$ cat config.mk
export PLATFORM = sky130hd
export DESIGN_NAME = regfile_wb_arbiter
export DESIGN_NICKNAME = d
export VERILOG_FILES = /design/src/rtl/brisc_pkg.sv /design/src/rtl/wb_slot.sv /design/src/rtl/regfile_wb_arbiter.sv
export SDC_FILE = /design/constraint.sdc
export NUM_CORES = 1
export LEC_CHECK = 0
export ABC_CLOCK_PERIOD_IN_PS = 1500
export CORE_ASPECT_RATIO = 1.4
export CORE_MARGIN = 3
export CORE_UTILIZATION = 41
export CTS_CLUSTER_SIZE = 8
export DETAILED_ROUTE_END_ITERATION = 8
export HOLD_SLACK_MARGIN = 0.1
export PLACE_DENSITY = 0.75
export SYNTH_ARGS = -nofsm -noshare
export SYNTH_HDL_FRONTEND = slang
export SYNTH_SLANG_ARGS = --single-unit
$ cat constraint.sdc
create_clock -name clk -period 1.5 [get_ports clk]
set_clock_uncertainty 0.15 [all_clocks]
set_input_delay 0.15 -clock clk [delete_from_list [all_inputs] [get_ports clk]]
set_output_delay 0.15 -clock clk [all_outputs]
set_load 0.03 [all_outputs]
$ cat src/rtl/brisc_pkg.sv
// Shared constants and types for the writeback path.
// DATA_W/ADDR_W defaults and the writeback source id.
package brisc_pkg;

    localparam int DATA_W = 16;
    localparam int ADDR_W = 4;

    typedef enum logic {
        SRC_ALU = 1'b0,
        SRC_MEM = 1'b1
    } wb_src_t;

endpackage

$ cat src/rtl/wb_slot.sv
// One-entry writeback buffer with valid/ready load side.
// Ports: valid/ready/load_addr/load_data in, drain in, full/addr/data out.
module wb_slot #(
    parameter int DW = 16,
    parameter int AW = 4
) (
    input  logic          clk,
    input  logic          rst_n,
    input  logic          valid,
    output logic          ready,
    input  logic [AW-1:0] load_addr,
    input  logic [DW-1:0] load_data,
    input  logic          drain,
    output logic          full,
    output logic [AW-1:0] addr,
    output logic [DW-1:0] data
);

    // A slot being drained this cycle can refill on the same edge.
    assign ready = !full || drain;

    always_ff @(posedge clk or negedge rst_n) begin
        if (!rst_n) begin
            full <= 1'b0;
            addr <= '0;
            data <= '0;
        end else if (valid && ready) begin
            full <= 1'b1;
            addr <= load_addr;
            data <= load_data;
        end else if (drain) begin
            full <= 1'b0;
        end
    end

endmodule

$ cat src/rtl/regfile_wb_arbiter.sv
// Round-robin arbiter sharing the register file write port
// between the ALU and load writeback paths, plus an optional
// busy scoreboard (enabled by `define REGFILE_SCOREBOARD_EN).
// Ports: alu_*/mem_* valid/ready sources, rf_write_* registered
// write port, rsv_* reservation, chk_*/hazard_* lookups, busy_vec.
module regfile_wb_arbiter
    import brisc_pkg::*;
#(
    parameter int DATA_W = brisc_pkg::DATA_W,
    parameter int ADDR_W = brisc_pkg::ADDR_W
) (
    input  logic                 clk,
    input  logic                 rst_n,
    input  logic                 alu_valid,
    output logic                 alu_ready,
    input  logic [ADDR_W-1:0]    alu_addr,
    input  logic [DATA_W-1:0]    alu_data,
    input  logic                 mem_valid,
    output logic                 mem_ready,
    input  logic [ADDR_W-1:0]    mem_addr,
    input  logic [DATA_W-1:0]    mem_data,
    output logic                 rf_write_enable,
    output logic [ADDR_W-1:0]    rf_write_addr,
    output logic [DATA_W-1:0]    rf_write_data,
    input  logic                 rsv_valid,
    input  logic [ADDR_W-1:0]    rsv_addr,
    input  logic [ADDR_W-1:0]    chk_a_addr,
    input  logic [ADDR_W-1:0]    chk_b_addr,
    input  logic [ADDR_W-1:0]    chk_d_addr,
    output logic                 hazard_a,
    output logic                 hazard_b,
    output logic                 hazard_d,
    output logic [2**ADDR_W-1:0] busy_vec
);

    localparam int NREG = 2**ADDR_W;

    logic              alu_full;
    logic              mem_full;
    logic [ADDR_W-1:0] alu_slot_addr;
    logic [ADDR_W-1:0] mem_slot_addr;
    logic [DATA_W-1:0] alu_slot_data;
    logic [DATA_W-1:0] mem_slot_data;
    logic              grant_alu;
    logic              grant_mem;
    wb_src_t           prio;

    wb_slot #(.DW(DATA_W), .AW(ADDR_W)) u_alu_slot (
        .clk       (clk),
        .rst_n     (rst_n),
        .valid     (alu_valid),
        .ready     (alu_ready),
        .load_addr (alu_addr),
        .load_data (alu_data),
        .drain     (grant_alu),
        .full      (alu_full),
        .addr      (alu_slot_addr),
        .data      (alu_slot_data)
    );

    wb_slot #(.DW(DATA_W), .AW(ADDR_W)) u_mem_slot (
        .clk       (clk),
        .rst_n     (rst_n),
        .valid     (mem_valid),
        .ready     (mem_ready),
        .load_addr (mem_addr),
        .load_data (mem_data),
        .drain     (grant_mem),
        .full      (mem_full),
        .addr      (mem_slot_addr),
        .data      (mem_slot_data)
    );

    always_comb begin
        grant_alu = alu_full && (!mem_full || prio == SRC_ALU);
        grant_mem = mem_full && (!alu_full || prio == SRC_MEM);
    end

    always_ff @(posedge clk or negedge rst_n) begin
        if (!rst_n) begin
            rf_write_enable <= 1'b0;
            rf_write_addr   <= '0;
            rf_write_data   <= '0;
            prio            <= SRC_MEM;
        end else begin
            if (grant_alu) begin
                rf_write_enable <= 1'b1;
                rf_write_addr   <= alu_slot_addr;
                rf_write_data   <= alu_slot_data;
            end else if (grant_mem) begin
                rf_write_enable <= 1'b1;
                rf_write_addr   <= mem_slot_addr;
                rf_write_data   <= mem_slot_data;
            end else begin
                rf_write_enable <= 1'b0;
            end
            // Pointer only moves when both sources competed.
            if (alu_full && mem_full) begin
                prio <= grant_alu ? SRC_MEM : SRC_ALU;
            end
        end
    end

`ifdef REGFILE_SCOREBOARD_EN
    logic [NREG-1:0] busy;
    logic [NREG-1:0] busy_next;

    // Clear first, then set, so a same-edge reservation wins.
    always_comb begin
        busy_next = busy;
        if (rf_write_enable) begin
            busy_next[rf_write_addr] = 1'b0;
        end
        if (rsv_valid) begin
            busy_next[rsv_addr] = 1'b1;
        end
    end

    always_ff @(posedge clk or negedge rst_n) begin
        if (!rst_n) begin
            busy <= '0;
        end else begin
            busy <= busy_next;
        end
    end

    assign busy_vec = busy;
    assign hazard_a = busy[chk_a_addr];
    assign hazard_b = busy[chk_b_addr];
    assign hazard_d = busy[chk_d_addr];
`else
    wire unused_sb = ^{rsv_valid, rsv_addr, chk_a_addr,
                       chk_b_addr, chk_d_addr};

    assign busy_vec = {NREG{1'b0}};
    assign hazard_a = 1'b0;
    assign hazard_b = 1'b0;
    assign hazard_d = 1'b0;
`endif

endmodule
# After elaboration in Yosys (flattened, before gate mapping)
# Index checks and enable logic that the tools add are counted.
# Widths: inputs -> output; s select.
# totals
regBits,64
latch_bits,0
mem_bits_rw,0
mem_bits_ro,0
inputBits,61
out_inout_bits,42
word_cells,36
n_memories,0
# classes
addsub,0
mul,0
div,0
n_lt_le_gt_ge,0
eq_ne,0
n_shift,0
mux,11
bitwise,1
n_reduce_logical,14
# ops
cell,n
$mux 16,2
$mux 4,2
$mux 1,7
$reduce_bool 2->1,3
$logic_and 1x1->1,5
$logic_or 1x1->1,4
$logic_not 1->1,2
$not 1->1,1

# Logic depth before layout (Yosys ltp)
# logic_depth
depth_word,6
depth_mapped,6
depth_no_buf,3

# Cells and area by module
# From an unflattened synthesis, not the netlist that was laid out.
# hier_totals
hier_cells,235
hier_area_um2,3254.4
# by_module_without_submodules
mod,instances,cells_per_inst,area_each_um2,seq_area_each_um2
wb_slot,2,46,898.4,525.5
regfile_wb_arbiter,1,143,1457.6,551.8

# Least setup slack after synthesis
# Ideal clock, no wire load.
# synth_timing
kind,register to register
startpoint,register prio
endpoint,register u_alu_slot.addr[0]
setup_time_ns,0.125
t_arrival_ns,1.381
required_time_ns,1.225
path_slack_ns,-0.156
path_stages_with_launch,5
path_buffers,1
synth_period_minus_slack_ns,1.656
cell_sequence,dfstp_2 nand3_2 nand2_1 buf_4 mux2_2
# synth_between
elab_chain_len,5
# synth_rtl
item,line,source
from (decl),regfile_wb_arbiter.sv:46,wb_src_t prio;
from (signal assigned),regfile_wb_arbiter.sv:99,prio <= grant_alu ? SRC_MEM : SRC_ALU;
$not 1->1,regfile_wb_arbiter.sv:75,grant_alu = alu_full && (!mem_full || prio == SRC_ALU);
$logic_or 1x1->1,regfile_wb_arbiter.sv:75,
$logic_and 1x1->1,regfile_wb_arbiter.sv:75,
$logic_or 1x1->1,wb_slot.sv:20,assign ready = !full || drain;
named net alu_ready,regfile_wb_arbiter.sv:15,"output logic alu_ready,"
$logic_and 1x1->1,wb_slot.sv:27,end else if (valid && ready) begin
to (signal assigned),wb_slot.sv:29,addr <= load_addr;
to (decl),wb_slot.sv:15,"output logic [AW-1:0] addr,"
# The timed path passes the listed nets, and every way through them passes these cells.
# A chain may end at the register's enable or synchronous reset.

# Worst setup path after layout
# layout_timing
startpoint,register prio
endpoint,output mem_ready
# layout_between
elab_chain_len,3
# layout_rtl
item,line,source
$logic_or 1x1->1,regfile_wb_arbiter.sv:76,grant_mem = mem_full && (!alu_full || prio == SRC_MEM);
$logic_and 1x1->1,regfile_wb_arbiter.sv:76,
$logic_or 1x1->1,wb_slot.sv:20,
to (decl),regfile_wb_arbiter.sv:19,"output logic mem_ready,"
# Every way passes these cells.

==> metrics.cfg <==
[power]
internal_power_mw = 4.99
switching_share_pct = 35.4
power_frac_clock_pct = 20.9
power.net_switching_mw = 2.73
relative_contribution_of_combinational_cells_to_total_power_pct = 43.9
power.leakage_nw = 2.00
seq_power_share_pct = 35.2
ir_worst_vdd_uv = 998
power_density_nw_per_um2 = 1810

[die]
die_w_um = 77.4
design.core.area_sq_um = 6740
fp-row-count = 35
floorplan.initialDensity_pct = 43.4
count_of_boundary_i_o_pins = 103
fp.dieArea_sq_um = 8210
chipHeight_um = 106

[final_layout]
final_core_utilization_pct = 63.4
insertedDiodeCount = 0
final_cells = 417
nNetsFinal = 381
post_route_cells_drive_above_1_share_pct = 37.8
design_area_sq_um = 4270
area_growth_pct = 46.0

[status]
violations = negative setup slack
status = complete, but fails checks

[synthesis]
synth_common_cells = dfrtp_1 (63), mux2_2 (40), nor2_1 (40)
synth_top_flop_cell = dfrtp_1
synth.most_common_cell = dfrtp_1
synth_cell_types = 17
synth_seq_cells = 64
netlist_top_cells_area = dfrtp_1 (54%), mux2_2 (15%), mux2_4 (10%), buf_4 (5.6%), nor2_1 (5.1%)
synthesis.area_per_instance_sq_um = 12.8
synth_seq_area_share_pct = 54.7
count_of_flip_flops_with_a_built_in_enable_after_synthesis = 0
synthesis.area_sq_um = 2930
yosys_warnings = 0
synthArstFlopShare_pct = 100
netlist.top_cell.by_area = dfrtp_1
yosysTopAreaCellShare_pct = 53.8
syn_inst = 229

[timing]
grt_setup_unrepaired = true
period_needed_ns = 1.58
final_max_slew_viol_count = 0
clock.fmax_mhz = 631
finalSetupViolations = 40
slack_of_the_critical_path_ns = -0.0842
finalHoldViolCount = 0
min_period_over_period_pct = 106

[setup_path]
worst_path_most_repeated_cell = buf_6
critPathCaptureType = output pin
r2r-end = u_mem_slot.data[7]
critical_path.startpoint = prio
critPathLaunchType = register
crit_path_max_fanout = 3
reg2regPathDepth = 4
slowest_stage = dfstp_2
cp_cell_sequence = nand3b_4, buf_6, buf_6
wp_data_required_ns = 1.20
critical_path.reg2reg.startpoint = prio
critical-path-max-stage-delay_ns = 0.57
critical_path_sink = mem_ready
reg2reg_setup_slack_ns = -0.05
worst-endpoint-arrival_ns = 1.28
worst-setup-path-type = register to output pin

[drt]
postRouteWirelength_mm = 7.18
wire_per_inst_um = 17.2
dr_total_vias = 2034
post-route-drc-count = 0
drt.antenna.violating_nets = 0
routed_via_density = 4.88
count_of_tritonroute_iterations_in_the_first_routing_pass = 4
initialDrtViolationCount = 68

[grt]
grt_pass1_wl_mm = 10.7
grtUsageTotal_pct = 16.8
pin_count_of_the_biggest_net_entering_global_routing = 32
via_count_of_the_first_global_routing_pass = 2151
overflow = 0
initial_antenna_violation_count = 0

[cts]
tritoncts.num_buffers = 9
cts_htree_levels = 3
clockBufferDepth = 2
worst_skew_pair.late_latency_ns = 0.33
cts.clk_slew.worst_paths_ns = 0.07
clk_root_buffer_cell = clkbuf_8
cts_tree = done
numClockSinks = 64

[placement]
dp.final_hpwl_mm = 4.53
post-place-cells = 392
place_congestion = 0.737
placement.io_buffers = 66
total_placed_instance_area_sq_um = 3770

[worst_hold_path]
worst_hold_path_type = primary input to async pin

[run]
max_cap_viol_count = 0

-- worst max-delay path, delay by kind of cell (launching register included) --
family,cells,cell delay [ns]
flip-flops,1,0.57
AND/OR/NAND/NOR,1,0.16
buffers and inverters,2,0.23
-- registers in the layout (all words and copies together) (netlist names) --
signal and flops:
rf_write_enable 1, rf_write_data 16, u_mem_slot.full 1, u_alu_slot.data 16
u_mem_slot.addr 4, prio 1, u_mem_slot.data 16, u_alu_slot.full 1
rf_write_addr 4, u_alu_slot.addr 4
-- cells by family (layout without fill, tap and decap cells) --
family	Yosys count	after routing	synth area share, %
flops	64	64	54.7
buf+inv	32	109	7.61
compound gates	21	22	4.62
other cells	1	19	0.128
simple gates	51	51	7.26
mux	60	60	25.6
-- layout make-up --
type,count,area [sq um]
fillers,541,2470
flip-flops and latches,64,1610
multi-input cells,152,1380
repair buffers,93,957
clock buffers,13,149
well taps,92,115
clock inverters,3,65.1
-- routing by layer --
metal  vias to the layer above  global-route usage (%)  routed length (um)
li1                        932                       -                   -
met2                        72                    27.8                3710
met3                        11                    4.92                 373
met5                         -                       0                   0
met4                         0                    7.25                 119
met1                      1019                    20.1                2970
-- power by group through the flow --
stage,clock (mW),sequential [mW],combinational (mW)
4_1_cts,1.64,2.71,3.05
2_1_floorplan,0,3.20,1.49
3_3_place_gp,0,2.72,3.05
3_5_place_dp,0,2.74,3.13
5_1_grt,1.72,2.81,3.57
6_report,1.62,2.72,3.39
-- metrics by stage --
step / worst slack [ns] / hold slack [ns] / power, mW / setup TNS [ns]
after floorplan: -0.0595 / -0.296 / 4.69 / -2.21
after CTS: -0.0973 / 0.209 / 7.40 / -0.924
after global routing: -0.125 / 0.228 / 8.10 / -2.30
final: -0.0842 / 0.203 / 7.73 / -1.09
after global placement: -0.0742 / -0.129 / 5.77 / -3.07
after detailed placement: -0.119 / -0.130 / 5.87 / -4.38
-- worst min-delay path by stage --
stage / depth (start not counted) / to / slack [ns] / from
final: 3 / u_mem_slot.addr[2] / 0.20 / rst_n
after global routing: 3 / rf_write_addr[2] / 0.23 / rst_n
after CTS: 3 / u_mem_slot.addr[2] / 0.21 / rst_n
after detailed placement: 1 / u_alu_slot.addr[2] / -0.13 / rst_n
after global placement: 1 / u_alu_slot.addr[2] / -0.13 / rst_n
after floorplan: 0 / rf_write_addr[0] / -0.30 / rst_n
-- cells in the final DEF, fill, tap and decap left out, drive strengths merged --
cell type	Yosys	final
buf	28	26
nor2	40	40
clkdlybuf4s50	0	42
o22ai	20	20
conb	1	19
a21bo	1	2
nand3	1	1
or2	1	1
nand3b	1	1
bufinv	0	2
dfrtp	63	63
nand2	6	6
mux2	60	60
clkinv	0	1
dlygate4sd3	0	2
nand2b	2	2
clkbuf	4	15
dlygate4sd2	0	21
dfstp	1	1
-- timing repair --
action,in CTS,in global routing
hold buffers,2,0
pin swaps,0,4
endpoints found under the setup margin,83,59
buffers inserted,1,3
resized for setup,39,28
endpoints found under the hold margin,64,0
gates cloned,0,3
No activity file was read; power rests on OpenSTA's default activity.
==> patch 1 (same settings) <==
`ADDR_W`: 4 -> 3.
--- a/src/rtl/brisc_pkg.sv
+++ b/src/rtl/brisc_pkg.sv
@@ -3,7 +3,7 @@
 package brisc_pkg;
 
     localparam int DATA_W = 16;
-    localparam int ADDR_W = 4;
+    localparam int ADDR_W = 3;
 
     typedef enum logic {
         SRC_ALU = 1'b0,
Ports: changed (8 resized); port bits go from 103 to 88. No check against the original RTL was run, so the function may have changed too.
==> patch 1 against the original RTL <==
  * The flow still finishes with violations (setup timing)
  * Count of clock-buffer cells in the layout fell by 1
  * Final cell count fell by 8.9%
  * Combinational power rose by 2%
  * Power fell by 4.7%
  * Sequential cell count fell by 3
  * Design area fell by 3.2%
  * Worst setup slack got worse by 0.034 ns
  * Area after synthesis fell by 6.9%
  * Routed wire length fell by 1.1%
  * Highest routed layer unchanged
==> patch 1: results (changes against the original RTL) <==
- Endpoint of the worst register-to-register path: u_mem_slot.data[2]$_DFFE_PN0P_
- The share of flip-flops with an asynchronous set or reset came to 100% (unchanged).
- Top layer in use: met4
- The latest clock arrival within the worst-skew pair is 0.33 ns (about the same).
* Final setup violating endpoints: 37 (-7.5%)
- The cell leakage power came to 1.88 nW (-5.7%).
- The final reports fail on setup timing.
- The total number of H-tree levels is 3 (unchanged).
* Post-Layout Cell Count: 380 (-8.9%)
- The proportion of layout cells with a drive suffix above 1 is 41.2% (+3.4 points).
- The global-route wire length before repair was 10.1 mm (-5.5%).
- The slowest stage of the critical path is the sky130_fd_sc_hd__dfstp_2 cell.
* Total negative slack for setup checks: -1.63 ns (-0.547 ns)
* Post-synthesis cell type count: 20 (+3)
* DRC marker count from the first detailed-route iteration: 70 (+2.9%)
* Largest cells by area after synthesis: sky130_fd_sc_hd__dfrtp_1 (55%), sky130_fd_sc_hd__mux2_2 (15%), sky130_fd_sc_hd__mux2_4 (5.5%), sky130_fd_sc_hd__nor2_1 (5.2%), sky130_fd_sc_hd__o22ai_1 (4.4%)
* Crit path arrival time: 1.68 ns (+0.40 ns)
- Post-Syn Area per Cell: 13.0 um^2 (+2.0%)
* Routed wire length on met2: 3.81 mm (+2.5%)
* VDD IR max: 0.925 mV (-7.3%)
- Number of fill cells: 492 (-9.1%)
- The count of vias placed by the detailed router was 1950 (-4.1%).
- The global-route congestion overflow total was 0 (unchanged).
- The setup slack after placement was -0.0803 ns (+0.0385 ns).
* Final HPWL DP: 3.82 mm (-16%)
* Worst hold-check slack: 0.201 ns (-0.00291 ns)
* Register-to-Register Path Depth: 5 (+1)
- The number of buffer cells added on primary ports is 63 (-4.5%).
- The total number of nets in the final design was 358 (-6.0%).
- Via count of the first global-routing pass: 2020 (-6.1%)
- In this run the critical register-to-register path is launched from prio$_DFFE_PN1P_.
- Share of the yosys chip area belonging to registers: 56.1% (+1.3 points)
* Length of routed met3 wiring: 339 um (-9.1%)
- The critical-path maximum fanout was 5 (+2).
- The run finished, with violations left.
* Synth top cells by count: sky130_fd_sc_hd__dfrtp_1 (60), sky130_fd_sc_hd__nor2_1 (38), sky130_fd_sc_hd__mux2_2 (37)
- Least setup slack across all paths after layout: -0.118 ns (-0.0340 ns)
- Cell count after placement: 347 (-11%)
- Largest net degree at the start of global routing: 62 (+94%)
- The routability congestion estimate is 0.681 (-7.5%).
* Overall routing resource usage: 18.2% (+1.5 points)
* Post-detailed-route wirelength per cell: 18.7 um (+8.5%)
* Worst min-delay path category: in2async
- The met1 layer wirelength in the final routing is 2.83 mm (-4.9%).
## patch 1: logic make-up (layout without fill, tap and decap cells)
| group | count (synthesis) | in the layout | share of synthesized area [%] |
|---|---|---|---|
| DFF | 61 | 61 | 56.1 |
| buffers and inverters | 21 | 104 | 5.65 |
| AOI/OAI and AO/OA | 20 | 20 | 4.73 |
| muxes | 57 | 57 | 24.9 |
| other | 1 | 11 | 0.138 |
| and+or+nand+nor | 49 | 55 | 8.49 |
## patch 1: stage by stage
step	instance area [um^2]	utilization [%]
global placement	3520	55.5
finish	4140	65.3
floorplan	2820	-
global route	4140	65.3
detailed placement	3520	55.5
CTS	3880	61.3
## patch 1: worst reg2reg max path: stages, from the launching register on
cell and delay (ns):
sky130_fd_sc_hd__dfstp_2 0.57, sky130_fd_sc_hd__nand3b_4 0.16, sky130_fd_sc_hd__buf_12 0.15, sky130_fd_sc_hd__buf_12 0.11, sky130_fd_sc_hd__nand2_8 0.06, sky130_fd_sc_hd__mux2_2 0.30
## patch 1: layer usage
layer  vias to the layer above  GRT usage [%]
met3                         9           3.54
met4                         0           9.04
li1                        907              -
met2                        65           30.5
met5                         -              0
met1                       969           22.0
## patch 1: timing repair
item / in CTS / in global routing
pin swaps: 1 / 11
resized for setup: 36 / 54
setup buffers: 6 / 0
hold buffers: 1 / 0
hold endpoints to repair: 61 / 0
endpoints found under the setup margin: 54 / 59
cloned: 6 / 5
## patch 1: area by class of cell
cell class                      instances  area share [%]
Multi-Input combinational cell        143            33.7
Sequential cell                        61            37.0
Clock inverter                          4           0.544
Clock buffer                           12            3.75
Timing Repair Buffer                   88            22.8
Tap cell                               72            2.18
## patch 1: worst max path at each step
stage,to,depth (start not counted)
3_5_place_dp,alu_ready,2
5_1_grt,u_mem_slot.data[0]$_DFFE_PN0P_,5
2_1_floorplan,u_mem_slot.addr[0]$_DFFE_PN0P_,4
3_3_place_gp,alu_ready,2
6_report,u_mem_slot.data[2]$_DFFE_PN0P_,5
4_1_cts,alu_ready,2
## patch 1: report_power, final
part           switching, W  internal, W
Clock              0.000616     0.000681
Combinational       0.00175      0.00172
Sequential         0.000377      0.00222
==> patch 2 (config.mk and constraints unchanged) <==
Without the edit above. Build with the macro `REGFILE_SCOREBOARD_EN` defined.
--- a/src/rtl/regfile_wb_arbiter.sv
+++ b/src/rtl/regfile_wb_arbiter.sv
@@ -3,6 +3,8 @@
 // busy scoreboard (enabled by `define REGFILE_SCOREBOARD_EN).
 // Ports: alu_*/mem_* valid/ready sources, rf_write_* registered
 // write port, rsv_* reservation, chk_*/hazard_* lookups, busy_vec.
+`define REGFILE_SCOREBOARD_EN
+
 module regfile_wb_arbiter
     import brisc_pkg::*;
 #(
Function: changed (Yosys sat finds a counterexample within 4 cycles, from zero or initial values and one cycle with rst_n low).
==> patch 2 against the original RTL <==
  * The run still ends with setup timing left
  * Via count grew 50%
  * Synthesized cell count is 21% higher
  * Power increased by 56%
  * Sequential share of layout area fell by 3.6 points
  * Area after synthesis is 28% higher
  * Register-to-register slack lost 0.14 ns
  * Design area grew 40%
  * Fmax is 21% lower
  * Routed wire length grew 61%
  * Worst setup slack worse by 0.43 ns
  * Die area grew 26%
  * Sequential cell count is 16 higher
  * Global-route usage up 5.9 points
==> patch 2: results (changes against the original RTL) <==
- The count of vias placed by the detailed router came to 3046 (+50%).
- The non-clock buffer contribution to total cell area is 25.7% (+3.3 points).
- Largest net degree at the start of global routing: 35 (+9.4%)
* Number of fill cells: 588 (+8.7%)
- The number of buffer cells added on primary ports was 102 (+55%).
* Failing checks: setup timing
* Register-to-Register Path Depth: 5 (+1)
* Slowest Stage Delay on Critical Path: 0.49 ns (-0.08 ns)
- The register fraction of the total cell area is 34.0% (-3.6 points).
- The complex-gate fraction of the synthesized area came to 10.9% (+6.3 points).
* Worst hold-check slack: 0.175 ns (-0.0280 ns)
* Least setup slack across all paths after layout: -0.515 ns (-0.431 ns)
* DRC marker count from the first detailed-route iteration: 111 (+63%)
- The count of unique library cells instantiated by Yosys was 27 (+10).
* Critical path's slowest cell: sky130_fd_sc_hd__mux4_2
- Relative area of clock buffers and inverters in the final design: 5.01% (about the same)
- The buffers inserted during post-CTS setup optimization came to 11 (+10).
- The final setup TNS was -8.74 ns (-7.65 ns).
- The multi-input combinational cell count came to 188 (+24%).
* Critical-path maximum fanout: 5 (+2)
- Largest cells by area after synthesis: sky130_fd_sc_hd__dfrtp_1 (53%), sky130_fd_sc_hd__mux2_2 (9.0%), sky130_fd_sc_hd__mux2_4 (8.0%), sky130_fd_sc_hd__mux4_2 (7.2%), sky130_fd_sc_hd__o21ai_0 (4.0%)
* Clock buf count: 11 (-2)
- The number of global-route vias before repair is 3278 (+52%).
- Fraction of standard cell area in multi-input logic: 32.9% (+0.54 points)
- In this run the critical register-to-register path is captured at u_mem_slot.data[8]$_DFFE_PN0P_.
- Share of the yosys chip area belonging to registers: 53.6% (-1.2 points)
- Layout cell share with drive strength beyond 1: 45.2% (+7.4 points)
- Non-clock inverter count in the final layout: 3 (+3)
- Cell count after placement: 510 (+30%)
- The overall routed net length is 11.6 mm (+61%).
- Share of synthesized area spent on multiplexers: 26.7% (+1.1 points)
* Global-route wire length before repair: 17.7 mm (+65%)
* Gate family responsible for the most delay along the worst path: multiplexers
- Area share of the largest cell type after synthesis: 52.9% (-0.97 points)
* Final setup violating endpoints: 59 (+48%)
* Overall routing resource usage: 22.7% (+5.9 points)
- The worst path arrival time came to 1.72 ns (+0.44 ns).
- Routability congestion estimate from global placement: 0.981 (+33%)
* Outcome: complete, but fails checks
* Synthesized instance count: 277 (+21%)
- Number of signal-net buffers in the layout: 153 (+65%)
[patch 2: changes by cell type after synthesis, moves of 12 or more]
cell	delta
sky130_fd_sc_hd__buf_4	-20
sky130_fd_sc_hd__mux4_2	+12
sky130_fd_sc_hd__dfrtp_1	+16
sky130_fd_sc_hd__o21ai_0	+30
sky130_fd_sc_hd__nor2_1	-20
[patch 2: cell families (layout without fill, tap and decap cells)]
| kind of cell | after synthesis | after routing |
|---|---|---|
| muxes | 71 | 71 |
| DFF | 80 | 80 |
| AOI/OAI and AO/OA | 64 | 66 |
| buffers and inverters | 13 | 172 |
| and+or+nand+nor | 49 | 51 |
[patch 2: power breakdown]
part           switching (W)  internal (W)  total [W]
clock network       0.000881       0.00133    0.00221
registers           0.000765       0.00303    0.00379
logic                0.00303       0.00301    0.00604
total                0.00467       0.00737     0.0120
[patch 2: routing by layer]
layer,vias up,track usage [%],part of all wire (%)
met4,0,10.9,4.3
met3,36,4.50,5.7
met2,119,38.7,52
li1,1368,-,-
met5,-,0,0
met1,1523,26.7,38
